`config.mk`:
```
export PLATFORM = sky130hd
export DESIGN_NAME = node_port_arbiter
export DESIGN_NICKNAME = d
export VERILOG_FILES = /design/src/rtl/node_port_arbiter.sv
export SDC_FILE = /design/constraint.sdc
export NUM_CORES = 1
export LEC_CHECK = 0
export CORE_UTILIZATION = 50
export CTS_BUF_LIST = sky130_fd_sc_hd__clkbuf_4 sky130_fd_sc_hd__clkbuf_8 sky130_fd_sc_hd__clkbuf_16
export DETAILED_ROUTE_END_ITERATION = 10
export PLACE_DENSITY = 0.82
export SYNTH_ARGS = -nofsm -noshare
export SYNTH_HDL_FRONTEND = slang
export SYNTH_SLANG_ARGS = --single-unit
```
`constraint.sdc`:
```
create_clock -name clk -period 8.4 [get_ports clk]
set_input_delay 1.68 -clock clk [delete_from_list [all_inputs] [get_ports clk]]
set_output_delay 1.68 -clock clk [all_outputs]
set_load 0.02 [all_outputs]
```
`src/rtl/node_port_arbiter.sv`:
```
// Round-robin input scheduler: three per-port instruction FIFOs feeding one held output register.
// Optional macro ARB_DROP_COUNT_EN adds saturating per-port drop counters and a drop_clr input.
module node_port_arbiter #(
  parameter int DATA_W = 32,
  parameter int DEPTH  = 4,
  parameter int PTR_W  = 2
) (
  input  logic              clk,
  input  logic              rst_n,
  input  logic [DATA_W-1:0] self_data,
  input  logic              self_valid,
  input  logic [DATA_W-1:0] left_data,
  input  logic              left_valid,
  input  logic [DATA_W-1:0] right_data,
  input  logic              right_valid,
  output logic              self_full,
  output logic              left_full,
  output logic              right_full,
  output logic [DATA_W-1:0] out_data,
  output logic [1:0]        out_src,
  output logic              out_valid,
  input  logic              out_ready,
`ifdef ARB_DROP_COUNT_EN
  input  logic              drop_clr,
  output logic [7:0]        self_drops,
  output logic [7:0]        left_drops,
  output logic [7:0]        right_drops,
`endif
  output logic              busy
);

  localparam int NP = 3;
  localparam int CW = PTR_W + 1;
  localparam logic [CW-1:0] FULL_CNT = CW'(DEPTH);

  typedef enum logic {IDLE, HOLD} state_e;

  state_e            state_q, state_d;
  logic [DATA_W-1:0] in_dat [NP];
  logic [NP-1:0]     in_vld;
  logic [DATA_W-1:0] mem_q [NP][DEPTH];
  logic [PTR_W-1:0]  wptr_q [NP];
  logic [PTR_W-1:0]  wptr_d [NP];
  logic [PTR_W-1:0]  rptr_q [NP];
  logic [PTR_W-1:0]  rptr_d [NP];
  logic [CW-1:0]     cnt_q [NP];
  logic [CW-1:0]     cnt_d [NP];
  logic [NP-1:0]     full_q, full_d;
  logic [NP-1:0]     nonempty, push, pop;
  logic [1:0]        rr_q, rr_d, win;
  logic              found, load;
  logic [DATA_W-1:0] out_data_q, out_data_d;
  logic [1:0]        out_src_q, out_src_d;

  // Port index reached k steps after base in the cyclic order self -> left -> right.
  function automatic logic [1:0] rot(input logic [1:0] base, input int k);
    logic [2:0] s;
    s = {1'b0, base} + 3'(k);
    if (s >= 3'd3) s = s - 3'd3;
    return s[1:0];
  endfunction

  assign in_dat[0] = self_data;
  assign in_dat[1] = left_data;
  assign in_dat[2] = right_data;
  assign in_vld    = {right_valid, left_valid, self_valid};

  always_comb begin
    nonempty = '0;
    for (int p = 0; p < NP; p++) nonempty[p] = (cnt_q[p] != '0);
  end

  // First non-empty FIFO searching from the round-robin pointer.
  always_comb begin
    found = 1'b0;
    win   = 2'd0;
    for (int k = 0; k < NP; k++) begin
      if (!found && nonempty[rot(rr_q, k)]) begin
        found = 1'b1;
        win   = rot(rr_q, k);
      end
    end
  end

  assign load = found && ((state_q == IDLE) || out_ready);

  // A full FIFO still accepts a push on the edge that pops it.
  always_comb begin
    pop  = '0;
    push = '0;
    for (int p = 0; p < NP; p++) begin
      pop[p]    = load && (win == 2'(p));
      push[p]   = in_vld[p] && ((cnt_q[p] != FULL_CNT) || pop[p]);
      wptr_d[p] = push[p] ? wptr_q[p] + PTR_W'(1) : wptr_q[p];
      rptr_d[p] = pop[p]  ? rptr_q[p] + PTR_W'(1) : rptr_q[p];
      cnt_d[p]  = cnt_q[p];
      if (push[p] && !pop[p])      cnt_d[p] = cnt_q[p] + CW'(1);
      else if (pop[p] && !push[p]) cnt_d[p] = cnt_q[p] - CW'(1);
      full_d[p] = (cnt_d[p] == FULL_CNT);
    end
  end

  always_comb begin
    state_d    = state_q;
    out_data_d = out_data_q;
    out_src_d  = out_src_q;
    rr_d       = rr_q;
    if (load) begin
      out_data_d = mem_q[win][rptr_q[win]];
      out_src_d  = win;
      rr_d       = rot(win, 1);
    end
    case (state_q)
      IDLE:    if (found) state_d = HOLD;
      HOLD:    if (out_ready && !found) state_d = IDLE;
      default: state_d = IDLE;
    endcase
  end

  always_ff @(posedge clk or negedge rst_n) begin
    if (!rst_n) begin
      state_q    <= IDLE;
      rr_q       <= 2'd0;
      full_q     <= '0;
      out_data_q <= '0;
      out_src_q  <= 2'd0;
      for (int p = 0; p < NP; p++) begin
        wptr_q[p] <= '0;
        rptr_q[p] <= '0;
        cnt_q[p]  <= '0;
      end
    end else begin
      state_q    <= state_d;
      rr_q       <= rr_d;
      full_q     <= full_d;
      out_data_q <= out_data_d;
      out_src_q  <= out_src_d;
      for (int p = 0; p < NP; p++) begin
        wptr_q[p] <= wptr_d[p];
        rptr_q[p] <= rptr_d[p];
        cnt_q[p]  <= cnt_d[p];
      end
    end
  end

  // Storage needs no reset: the counts alone decide what is readable.
  always_ff @(posedge clk) begin
    for (int p = 0; p < NP; p++) begin
      if (push[p]) mem_q[p][wptr_q[p]] <= in_dat[p];
    end
  end

`ifdef ARB_DROP_COUNT_EN
  logic [7:0] drops_q [NP];
  logic [7:0] drops_d [NP];

  always_comb begin
    for (int p = 0; p < NP; p++) begin
      drops_d[p] = drops_q[p];
      if (drop_clr)
        drops_d[p] = 8'd0;
      else if (in_vld[p] && !push[p] && (drops_q[p] != 8'hFF))
        drops_d[p] = drops_q[p] + 8'd1;
    end
  end

  always_ff @(posedge clk or negedge rst_n) begin
    if (!rst_n) begin
      for (int p = 0; p < NP; p++) drops_q[p] <= 8'd0;
    end else begin
      for (int p = 0; p < NP; p++) drops_q[p] <= drops_d[p];
    end
  end

  assign self_drops  = drops_q[0];
  assign left_drops  = drops_q[1];
  assign right_drops = drops_q[2];
`endif

  assign self_full  = full_q[0];
  assign left_full  = full_q[1];
  assign right_full = full_q[2];
  assign out_data   = out_data_q;
  assign out_src    = out_src_q;
  assign out_valid  = (state_q == HOLD);
  assign busy       = (|nonempty) || out_valid;

endmodule

```
==> results.md, run 1 <==
* Status: completed
* MaxCap Viol Count at 0
* Via count at 10,600
* Num CTS Buffers at 43
* PD cells at 435 mW/mm^2
* Final setup skew at 18.4 ps
* Reg2reg start: cnt_q[4]$_DFF_PN0_
* CTS max path bufs at 3
* Setup TNS at 0 ps
* Worst slack, placed at 3780 ps
* Util after Layout at 60.2%
* Initial Util at 50.8%
* Syn Inst Count at 1,087
* DIE HEIGHT at 189 um
* Hold path depth at 1
* Final Hold Viols at 0
* Post-Layout Cell Count at 1,703
* # DRC at 0
* Clock share of power at 21.4%
* Hold WS at 480 ps
* Worst min-delay path class: flop to flop
* Gr ovfl total at 0
* Post-synth EDFFs at 384
* Measured slew at the worst slew-check pin at 1200 ps
* Post-route ant nets at 0
* # clock sinks at 445
* Switching share of power at 38.9%
* Ys async rst share at 13.7%
* First-pass GRT wire length at 63,500 um
* CTS tree: done
* Synth Area in Compound Gates at 15.7%
* CTS root buffer: clkbuf_16
* Initial antenna violation count at 1
* Slew HR at 19.7%
* Routed WL per cell at 25.2 um
* Register area share after synthesis at 74.6%
* Yosys cell types at 52
* Register area at 0.0131 sq mm
* NetSw at 3510 uW
* Max Fclk at 0.216 GHz
* Crit-path max FO at 94
* Adder-cell share of the synthesized area at 1.77%
* Synth Area per Inst at 16.1 sq um
* Post-CTS setup buffer count at 0
* Minimum clock period at 4640 ps
* Clock latency on the worst-skew pair at 560 ps
* Period Utilization, post-route at 55.2%
* GRT Total Usage at 24.0%
* Post-synthesis cell area at 0.0175 sq mm
* Pleak at 0.00710 uW
* Reg-to-reg critical path endpoint: out_data[20]$_DFFE_PN0P_
* Share of layout cells above drive strength 1 at 9.06%
* #FFs+latches synth at 445
* Iteration-0 DRC Markers at 1,134
* R2r worst-path depth at 11
* Startpoint type of the worst setup path: flop
* Worst-case vdd ir drop at 423 uV
* Die W at 189 um
* Most common cell after layout, fill and taps aside: edfxtp_1
* Post-synthesis mux area share at 0.593%
* Dominant synthesized flop cell: edfxtp_1
* Routed WL at 43,000 um
* Area Overhead vs Synth at 18.5%
* Multi-input logic area at 0.00410 sq mm
* Slew Limit Fails at 0
* PnR worst setup slack at 3760 ps
* Part of the power in combinational logic at 42.6%
* Yosys warnings at 0
* Unrepaired setup endpoints after global routing: no
* CP Data Required Time at 8830 ps
* # port buffers at 140
* XOR/XNOR Fraction of Synth Area at 0.600%
* Synth Area in Simple Gates at 4.52%
* # IOs at 141
* Routability cong. at 0.817
* Crit path kind: flop to flop
* Share of power burned in registers at 36.0%
* Most frequent cells in the layout: edfxtp_1, clkdlybuf4s50_1, a211oi_1, a22o_1
* Final nets at 1,339
* # rows at 68
* R2R setup slack at 3760 ps
* Crit end category: flop
* Largest family of logic cells by synthesized area: compound AO/OA/AOI/OAI gates
* Vias in the first global route at 10,700
* Largest net degree at the start of global routing at 95
* Hold_sp: rptr_q[3]$_DFFE_PN0N_
* CP arrival at 5070 ps
* Full die area at 0.0358 sq mm
* CTS clock-pin slew for the worst setup and hold paths at 60 ps
* Hold endpoint: rptr_q[3]$_DFFE_PN0N_
* First-pass iteration count of the detailed router at 5
* Via/cell ratio at 6.23
* Final Setup Violations at 0
* CTS Hold Buffers Added at 0
* Post-CTS sizing at 0
* Fill count at 2,391
* Dpl hpwl at 24,000 um
* Placed Instances at 1,623
* P_int at 5510 uW
* Syn_nets at 1,213
* Placeable Area at 0.0345 sq mm
* Htree depth at 2
[flip-flops by register name (all words and copies together), names as in the netlist]
register and flops:
out_data 32, full_q 3, out_src 2, cnt_q 9, mem_q 384, rptr_q 6, rr_q 2, wptr_q 6
out_valid 1
[worst max path at each step]
| stage | start | end | depth (start not counted) |
|---|---|---|---|
| floorplan | rr_q[0]$_DFFE_PN0P_ | mem_q[1][0]$_DFFE_PP_ | 12 |
| finish | cnt_q[4]$_DFF_PN0_ | out_data[20]$_DFFE_PN0P_ | 11 |
| detailed placement | out_ready | mem_q[2][115]$_DFFE_PP_ | 6 |
| global placement | out_ready | mem_q[2][115]$_DFFE_PP_ | 6 |
| CTS | cnt_q[4]$_DFF_PN0_ | out_data[20]$_DFFE_PN0P_ | 11 |
| global route | cnt_q[4]$_DFF_PN0_ | out_data[17]$_DFFE_PN0P_ | 11 |
[worst max-delay path, cell delays in order (launching register included)]
cell and delay (ps):
dfrtp_1 410, inv_1 130, ha_1 270, nor4bb_1 320, a211o_1 240, and2_4 530
buf_4 930, nor2_4 330, buf_4 440, a211oi_1 380, a31oi_1 100, a221o_1 370
[through the flow]
stage               power, uW  cell area, sq um
finish                   9020             20700
global route             9460             20700
CTS                      9000             20700
detailed placement       7050             19300
global placement         6870             19300
floorplan                5850             17500
[final cells by class]
type                    count  area share [%]
clock buffers              55            5.74
flip-flops and latches    445            63.0
multi-input cells         547            19.8
inverters                  25           0.453
repair buffers            151            7.14
well taps                 455            2.75
clock inverters            24            1.15
diodes                      1          0.0121
[kinds of logic after synthesis]
group           after synthesis
compound gates              354
mux                          10
fa+ha+maj                    25
xor+xnor                     12
flops                       445
buf+inv                      95
simple gates                146
[Yosys cell counts, types with 3 or more instances]
master	instances	area share [%]
xnor2_1	12	0.60
ha_1	24	1.7
inv_1	25	0.54
mux2i_1	7	0.40
a21oi_1	34	0.97
mux2_2	3	0.19
nand3_1	4	0.11
dfrtp_1	61	8.7
a22o_1	96	4.8
nor3b_1	3	0.13
nand2_1	62	1.3
buf_1	8	0.17
buf_2	14	0.40
and2_1	14	0.50
nand2b_1	37	1.3
o21ai_0	5	0.14
nor3_2	3	0.17
clkbuf_1	45	0.97
a221o_1	32	1.8
o21a_1	3	0.13
edfxtp_1	384	66
a211oi_1	98	4.2
a31oi_1	34	1.2
a22oi_1	34	1.5
nand3b_1	3	0.13
nor2_1	5	0.11
[metal layers]
layer,track usage [%],routed length [um],up-vias
met5,0,0,-
li1,-,-,4639
met3,3.99,3820,76
met4,9.03,1070,0
met2,40.1,21200,586
met1,31.7,16900,5312
[power groups by stage]
stage                     logic (uW)  clock network (uW)  registers [uW]
final                           3840                1930            3250
after global routing            4130                2040            3290
after CTS                       3810                1950            3250
after detailed placement        3770                   0            3280
after global placement          3610                   0            3260
after floorplan                 2570                   0            3280
(Power assumes the default switching activity.)
==> run 2: changes to the inputs <==
PLACE_DENSITY = 0.85   (was 0.82)
clock period = 4.1 ns   (was 8.4 ns; I/O delays follow)
==> run 2 against run 1 <==
- worst setup slack got worse by 3500 ps
- clock power rose by 100%
- critical path depth fell by 1
- largest cell class unchanged
- critical path type unchanged
- cell count rose by 1.3%
- combinational power rose by 120%
==> results.md, run 2 (same netlist as run 1, synthesis figures left out) <==
* First-pass GRT wire length at 67,200 um (was 63,500 um)
* Slew Limit Fails at 0 (unchanged)
* Initial antenna violation count at 3 (was 1)
* Util after Layout at 60.9% (was 60.2%)
* Final Setup Violations at 0 (unchanged)
* Post-route ant nets at 0 (unchanged)
* # clock sinks at 445 (unchanged)
* CTS max path bufs at 3 (unchanged)
* Minimum clock period at 3800 ps (was 4640 ps)
* Slowest CP cell: and2_2 (was buf_4)
* Period Utilization, post-route at 92.7% (was 55.2%)
* Clock share of power at 20.9% (was 21.4%)
* Worst min-delay path class: input pin to asynchronous set/reset pin (was flop to flop)
* # port buffers at 140 (unchanged)
* Routability cong. at 0.866 (was 0.817)
* Via count at 11,000 (was 10,600)
* Largest net degree at the start of global routing at 132 (was 95)
* Worst path top cell family by delay: simple AND/OR/NAND/NOR gates (was buffers and inverters)
* Dpl hpwl at 25,600 um (was 24,000 um)
* Gr ovfl total at 0 (unchanged)
* Final nets at 1,359 (was 1,339)
* Crit path kind: flop to flop (unchanged)
* Worst path cell trace: inv_1 -> ha_1 -> and4bb_2 -> o211ai_1 -> nand4_1 -> nor2_1 -> nand2_1 -> a31oi_1 -> and2_2 -> buf_4 (was inv_1 -> ha_1 -> nor4bb_1 -> a211o_1 -> and2_4 -> buf_4 -> nor2_4 -> buf_4 -> a211oi_1 -> a31oi_1 -> a221o_1)
* DIE HEIGHT at 189 um (unchanged)
* Worst-case vdd ir drop at 1090 uV (was 423 uV)
* Startpoint type of the worst setup path: flop (unchanged)
* Share of layout cells above drive strength 1 at 10.3% (was 9.06%)
* # DRC at 0 (unchanged)
* NetSw at 7370 uW (was 3510 uW)
* Crit end category: flop (unchanged)
* # IOs at 141 (unchanged)
* MaxCap Viol Count at 0 (unchanged)
* Unrepaired setup endpoints after global routing: no (unchanged)
* Max reg flops at 384 (unchanged)
* CTS root buffer: clkbuf_16 (unchanged)
* Most common cell after layout, fill and taps aside: edfxtp_1 (unchanged)
* Placeable Area at 0.0345 sq mm (unchanged)
* Post-Layout Cell Count at 1,725 (was 1,703)
* WP buf/inv at 2 (was 3)
* Die W at 189 um (unchanged)
* Clock latency on the worst-skew pair at 560 ps (about the same)
* # rows at 68 (unchanged)
* First-pass iteration count of the detailed router at 6 (was 5)
* Slowest cell delay on critical path at 560 ps (was 930 ps)
* Final setup skew at 21.7 ps (was 18.4 ps)
* Post-CTS setup buffer count at 0 (unchanged)
* Routed WL at 45,100 um (was 43,000 um)
* Htree depth at 2 (unchanged)
* Part of the power in combinational logic at 44.2% (was 42.6%)
* Vias in the first global route at 11,100 (was 10,700)
* P_int at 11,500 uW (was 5510 uW)
* Full die area at 0.0358 sq mm (unchanged)
* Via/cell ratio at 6.35 (was 6.23)
* CTS tree: done (unchanged)
* Routed WL per cell at 26.1 um (was 25.2 um)
* Iteration-0 DRC Markers at 1,343 (was 1,134)
* Initial Util at 50.8% (unchanged)
* CTS Hold Buffers Added at 0 (unchanged)
* Share of power burned in registers at 34.9% (was 36.0%)
* Status: completed (unchanged)
* CP arrival at 4060 ps (was 5070 ps)
* PD cells at 897 mW/mm^2 (was 435 mW/mm^2)
* Measured slew at the worst slew-check pin at 1230 ps (was 1200 ps)
* Fill count at 2,346 (was 2,391)
* Pleak at 0.00723 uW (was 0.00710 uW)
* Most frequent cells in the layout: edfxtp_1, clkdlybuf4s50_1, a211oi_1, a22o_1 (unchanged)
* Crit-path max FO at 14 (was 94)
* Post-CTS sizing at 0 (unchanged)
* Switching share of power at 39.1% (was 38.9%)
* Final Hold Viols at 0 (unchanged)
* GRT Total Usage at 25.6% (was 24.0%)
* Placed Instances at 1,643 (was 1,623)
* Max Fclk at 0.263 GHz (was 0.216 GHz)
* CTS clock-pin slew for the worst setup and hold paths at 70 ps (was 60 ps)
* Num CTS Buffers at 43 (unchanged)
* Area Overhead vs Synth at 19.8% (was 18.5%)
* Setup TNS at 0 ps (unchanged)
* CP Data Required Time at 4360 ps (was 8830 ps)
* Slew HR at 17.6% (was 19.7%)
[run 2: cell count changes in the layout (fill, tap and decap cells not counted), moves of 2 or more]
| cell | previous run | this run |
|---|---|---|
| buf_12 | 0 | 7 |
| buf_4 | 12 | 25 |
| clkbuf_4 | 8 | 15 |
| clkbuf_8 | 4 | 1 |
| clkinv_1 | 4 | 7 |
| clkinv_2 | 10 | 5 |
| clkinv_4 | 2 | 0 |
| diode_2 | 1 | 3 |
| inv_16 | 2 | 0 |
| nor3_2 | 3 | 1 |
| nor3_4 | 0 | 2 |
| or2_0 | 2 | 0 |
| or2_1 | 0 | 2 |
[run 2: worst reg2reg max path, delay by kind of cell (launching register included)]
| kind | cells | cell delay (ps) |
|---|---|---|
| fa+ha+maj | 1 | 290 |
| simple gates | 5 | 1740 |
| buf+inv | 2 | 360 |
| compound gates | 2 | 740 |
| flops | 1 | 380 |
[run 2: power by group through the flow]
stage | Clock (uW) | Combinational (uW) | Sequential [uW]
after global routing | 4140 | 8860 | 6650
after floorplan | 0 | 5270 | 6720
after detailed placement | 0 | 8060 | 6640
after CTS | 3960 | 8190 | 6570
final | 3940 | 8310 | 6580
after global placement | 0 | 7770 | 6600
[run 2: worst paths after layout]
check	startpoint	to	slack (ps)	cells past startpoint
worst max-delay path	cnt_q[4]$_DFF_PN0_	mem_q[2][36]$_DFFE_PP_	300	10
worst min-delay path	rst_n	full_q[0]$_DFF_PN0_	420	1
worst max register to register	cnt_q[4]$_DFF_PN0_	mem_q[2][36]$_DFFE_PP_	300	10
worst min register to register	rptr_q[3]$_DFFE_PN0N_	rptr_q[3]$_DFFE_PN0N_	480	1
max in group asynchronous	rst_n	out_data[21]$_DFFE_PN0P_	3080	1
min in group clk	rptr_q[3]$_DFFE_PN0N_	rptr_q[3]$_DFFE_PN0N_	480	1
[run 2: stage by stage]
| stage | setup WS, ps | instance area, sq um | power, uW | hold slack [ps] |
|---|---|---|---|---|
| floorplan | 316 | 17500 | 12000 | 445 |
| global placement | 617 | 19600 | 14400 | 461 |
| detailed placement | 465 | 19600 | 14700 | 466 |
| CTS | 405 | 21000 | 18700 | 446 |
| global route | 109 | 21000 | 19700 | 487 |
| finish | 298 | 21000 | 18800 | 420 |
[run 2: per-layer routing]
metal,wire length (um),global-route usage [%],up-vias
li1,-,-,4684
met1,16400,33.0,5404
met2,21800,41.1,748
met3,5060,5.19,124
met4,1790,13.1,0
met5,0,0.824,-
[run 2: cell type report]
cell class                      instances  area (sq um)  area share (%)
Sequential cell                       445         13100            62.3
Timing Repair Buffer                  171          1720            8.20
Multi-Input combinational cell        547          4120            19.6
Clock inverter                         19           183           0.871
Inverter                               25          93.8           0.447
Antenna cell                            3          7.51          0.0358
Clock buffer                           60          1230            5.85
Tap cell                              455           569            2.71
